### config.mk
export PLATFORM = sky130hd
export DESIGN_NAME = aucohl_tmr32_irq
export DESIGN_NICKNAME = d
export VERILOG_FILES = /design/src/rtl/aucohl_tmr32_irq.sv
export SDC_FILE = /design/constraint.sdc
export NUM_CORES = 1
export LEC_CHECK = 0
export CORE_ASPECT_RATIO = 0.8
export CORE_MARGIN = 2
export CORE_UTILIZATION = 28
export DETAILED_ROUTE_END_ITERATION = 16
export PLACE_DENSITY = 0.71
export SKIP_CTS_REPAIR_TIMING = 1
export SLEW_MARGIN = 20
export SYNTH_ARGS = -nofsm -noshare
export SYNTH_HDL_FRONTEND = slang
export SYNTH_SLANG_ARGS = --single-unit
### constraint.sdc
create_clock -name clk -period 1.1 [get_ports clk]
set_input_delay 0.22 -clock clk [delete_from_list [all_inputs] [get_ports clk]]
set_output_delay 0.22 -clock clk [all_outputs]
set_load 0.02 [all_outputs]
### src/rtl/aucohl_tmr32_irq.sv
`default_nettype none
// ============================================================================
// Module   : aucohl_tmr32_irq
// Brief    : Edge-detects timer/PWM level flags into sticky status bits and
//            produces one registered, masked interrupt request.
//            Optional timeout coalescing: AUCOHL_TMR32_IRQ_COALESCE_EN
// Revision : 1.0
// ============================================================================
module aucohl_tmr32_irq #(
    parameter int CW = 8
) (
    input  logic          clk,
    input  logic          rst_n,
    input  logic          matchx_flag,
    input  logic          matchy_flag,
    input  logic          timeout_flag,
    input  logic          pwm_fault,
    input  logic [3:0]    im,
    input  logic [3:0]    icr,
    input  logic [CW-1:0] coal_thr,
    output logic [3:0]    ris,
    output logic [3:0]    mis,
    output logic [3:0]    ovr,
    output logic [CW-1:0] coal_cnt,
    output logic          irq
);

    logic [3:0] w_lvl;
    logic [3:0] r_prev;
    logic [3:0] w_raw_evt;
    logic [3:0] w_evt;
    logic [3:0] r_ris;
    logic [3:0] r_ovr;
    logic [3:0] w_ris_nxt;
    logic [3:0] w_ovr_nxt;
    logic       w_to_evt;
    logic       r_irq;

    assign w_lvl     = {pwm_fault, timeout_flag, matchy_flag, matchx_flag};
    // prev resets high so a flag already asserted at reset release is ignored
    assign w_raw_evt = w_lvl & ~r_prev;

`ifdef AUCOHL_TMR32_IRQ_COALESCE_EN
    localparam logic [CW-1:0] C_CNT_MAX = '1;
    localparam logic [CW-1:0] C_CNT_ONE = {{(CW-1){1'b0}}, 1'b1};

    logic [CW-1:0] r_coal_cnt;
    logic [CW-1:0] w_cnt_inc;
    logic          w_coal_hit;

    // saturating increment; a threshold of 0 or 1 is met by every event
    assign w_cnt_inc  = (r_coal_cnt == C_CNT_MAX) ? C_CNT_MAX : r_coal_cnt + C_CNT_ONE;
    assign w_coal_hit = (w_cnt_inc >= coal_thr);
    assign w_to_evt   = w_raw_evt[2] & w_coal_hit;

    always_ff @(posedge clk or negedge rst_n) begin
        if (!rst_n) begin
            r_coal_cnt <= '0;
        end else if (w_raw_evt[2]) begin
            r_coal_cnt <= w_coal_hit ? '0 : w_cnt_inc;
        end
    end

    assign coal_cnt = r_coal_cnt;
`else
    logic w_unused_thr;

    assign w_unused_thr = ^coal_thr;
    assign w_to_evt     = w_raw_evt[2];
    assign coal_cnt     = '0;
`endif

    assign w_evt = {w_raw_evt[3], w_to_evt, w_raw_evt[1:0]};

    // set beats clear on ris; clear always wins on ovr
    assign w_ris_nxt = w_evt | (r_ris & ~icr);
    assign w_ovr_nxt = ~icr & (r_ovr | (w_evt & r_ris));

    always_ff @(posedge clk or negedge rst_n) begin
        if (!rst_n) begin
            r_prev <= 4'hF;
            r_ris  <= 4'h0;
            r_ovr  <= 4'h0;
            r_irq  <= 1'b0;
        end else begin
            r_prev <= w_lvl;
            r_ris  <= w_ris_nxt;
            r_ovr  <= w_ovr_nxt;
            r_irq  <= |(r_ris & im);
        end
    end

    assign ris = r_ris;
    assign ovr = r_ovr;
    assign mis = r_ris & im;
    assign irq = r_irq;

endmodule
`default_nettype wire

==> impl_summary.txt <==
----------------------------------------------------
[Power and ir drop]
  Power Total ... about 1.1 mW
  Power Density ... 1250 mW/mm^2
  Maximum vdd drop ... 1070 uV
  Static power due to leakage ... 0.453 nW

[Drt]
  Remaining antenna violation count ... 0
  Post-detailed-route DRC marker count ... 0
  Iteration-0 DRC count of the detailed router ... 3
  Pre-Repair DR Iteration Count ... 2
  DRT Wirelength ... 1100 um
  Detail-routed net length per standard cell ... 10.1 um
  Via density per instance ... 3.87
  Vias ... between 400 and 500

[Cells and area]
  Number of diodes ... 0
  Post-Layout Cell Count ... 109
  Final net count ... 108
  Share of cells above drive strength 1 ... 0.400
  Growth of design area from synthesis to finish ... 68.1%
  Summed area of non-filler cells in the final layout ... 905 um^2

[CTS]
  Clock root buffer ... sky130_fd_sc_hd__clkbuf_4
  TritonCTS clock tree ... done
  Clk pin slew, worst setup/hold paths ... 80 ps
  H-Tree Level Count ... 1
  Deepest clock path buffer count ... 2
  Total clock buffers created by CTS ... 3
  TritonCTS sink count ... 13
  Clk Latency, worst-skew pair ... approximately 270 ps

[Floorplanning]
  Starting density of the core ... 0.293
  CORE AREA ... 0.00184 mm^2
  Number of placement rows ... 14
  Die Y ... about 43 um
  Top-level I/O count ... 43
  Overall die width ... 53.0 um
  Die Area ... approximately 0.0023 mm^2

[STA]
  Setup slack after layout ... -192 ps
  Count of pins over their slew limit ... 0
  Number of hold violations in the final report ... 0
  Highest Clock Rate ... 774 MHz
  # setup viols final ... 8
  Post-layout minimum cycle time ... 1290 ps
  Setup repair after global routing missed its margin ... yes
  Worst clock skew ... ~1.2 ps
  Final worst-path cycle share ... 1.17

[Worst setup path]
  Worst Path Arrival ... between 1000 and 1500 ps
  Startpoint-to-endpoint class of the critical path ... flip-flop to flip-flop
  Top fanout value on the critical path ... 3
  Kind of launch point of the worst setup path ... flip-flop
  Crit path required time ... 1250 ps
  Endpoint kind of the worst setup timing path ... flip-flop

[Placed design]
  Gp weighted congestion ... 0.598
  Cell area after placement ... 847 um^2
  DP Cell Count ... 102
  Placed wire-length estimate ... around 860 um
  Placement Setup Slack ... -545 ps
  I/O Buffers ... 26

[Global routing]
  Antenna violations before repair ... 0
  Total routing usage reported by global routing ... 0.111
  Number of global-route vias before repair ... approximately 430
  Pin count of the biggest net entering global routing ... 14
  Final global-route overflow total ... 0
  Global-route wire length before repair ... 1770 um

[Outcome]
  Run status ... complete, but fails checks
  Failing checks ... negative setup slack

[Min path]
  Min-Delay Path Class ... primary input to async pin

[Synthesis]
  Part of the Yosys area used for sequential elements ... 0.614
  Number of warnings reported in the yosys synthesis log ... 0
  Cell variety after synth ... 11
  Cells after Synth ... 47
  Mapped Avg Cell Area ... roughly 11 um^2
  FF+latch count, synth ... 13
  Post-synth design cell area ... 538 um^2

[Job]
  Maxcap violations ... 0

----------------------------------------------------
routing by layer:
metal,GRT usage,vias to the layer above,part of all wire
met5,0,-,0
met4,0.0462,0,0.0054
met3,0.0810,2,0.10
met2,0.158,22,0.48
met1,0.126,190,0.41
li1,-,208,-
registers in the layout, indices dropped and copies added, names as in the netlist:
| register | count |
|---|---|
| r_prev | 4 |
| ovr | 4 |
| ris | 4 |
| irq | 1 |
power by group:
part           total [mW]  internal [mW]  switching, mW
combinational       0.301          0.163          0.138
clock               0.293          0.141          0.152
sequential          0.535          0.518         0.0170
total                1.13          0.822          0.307
synth_stat cells:
cell type | count | share of area
sky130_fd_sc_hd__dfrtp_1 | 9 | 0.42
sky130_fd_sc_hd__buf_4 | 8 | 0.11
sky130_fd_sc_hd__nand2b_1 | 8 | 0.093
sky130_fd_sc_hd__dfstp_2 | 4 | 0.20
sky130_fd_sc_hd__inv_1 | 4 | 0.028
sky130_fd_sc_hd__nand2_1 | 4 | 0.028
sky130_fd_sc_hd__o22ai_1 | 4 | 0.047
sky130_fd_sc_hd__and2_1 | 3 | 0.035
sky130_fd_sc_hd__and2_4 | 1 | 0.016
sky130_fd_sc_hd__conb_1 | 1 | 0.0070
sky130_fd_sc_hd__or4_4 | 1 | 0.021
cell usage in the layout (no fill, tap or decap):
cell | netlist | final
sky130_fd_sc_hd__dfrtp_1 | 9 | 7
sky130_fd_sc_hd__dlymetal6s2s_1 | 0 | 2
sky130_fd_sc_hd__clkdlybuf4s50_1 | 0 | 13
sky130_fd_sc_hd__buf_4 | 8 | 4
sky130_fd_sc_hd__buf_6 | 0 | 11
sky130_fd_sc_hd__conb_1 | 1 | 8
sky130_fd_sc_hd__and2_4 | 1 | 4
sky130_fd_sc_hd__o22ai_1 | 4 | 4
sky130_fd_sc_hd__nand2b_1 | 8 | 8
sky130_fd_sc_hd__dfstp_2 | 4 | 4
sky130_fd_sc_hd__inv_1 | 4 | 4
sky130_fd_sc_hd__dfrtp_2 | 0 | 2
sky130_fd_sc_hd__clkbuf_4 | 0 | 3
sky130_fd_sc_hd__nand2_1 | 4 | 4
sky130_fd_sc_hd__buf_2 | 0 | 1
sky130_fd_sc_hd__clkbuf_1 | 0 | 1
sky130_fd_sc_hd__clkbuf_2 | 0 | 4
sky130_fd_sc_hd__or4_4 | 1 | 1
kinds of logic after synthesis:
kind of cell,synth area share
other cells,0.00697
flops,0.614
buf+inv,0.140
simple gates,0.193
compound gates,0.0465
area by class of cell:
class	instances	area, um^2
tap	24	30.0
inverter	4	15.0
timing repair buffer	35	334
sequential	13	333
clock buffer	4	26.3
multi-input combinational	29	166
fill	186	935
through the flow:
stage / hold WS, ps / utilization / TNS (ps)
5_1_grt: 227 / 0.492 / -1150
3_5_place_dp: 522 / 0.461 / -3280
4_1_cts: 239 / 0.475 / -5860
3_3_place_gp: 519 / 0.461 / -3240
2_1_floorplan: -75.6 / - / -163
6_report: 240 / 0.492 / -793
path summary, 6_finish.rpt:
check | start | to | slack (ps) | cells past startpoint
setup / recovery | ris[1] | irq | -190 | 3
hold / removal | rst_n | ovr[3] | 240 | 2
setup reg to reg | ris[1] | irq | -190 | 3
hold reg to reg | ovr[3] | ovr[3] | 550 | 2
max in group asynchronous | rst_n | r_prev[2] | 630 | 2
min in group clk | matchx_flag | r_prev[0] | 380 | 1
worst max-delay path: stages, from the launching register on:
cell	delay (ps)
sky130_fd_sc_hd__dfrtp_2	430
sky130_fd_sc_hd__and2_4	150
sky130_fd_sc_hd__buf_6	100
sky130_fd_sc_hd__or4_4	490
No activity file was read; power rests on OpenSTA's default activity.
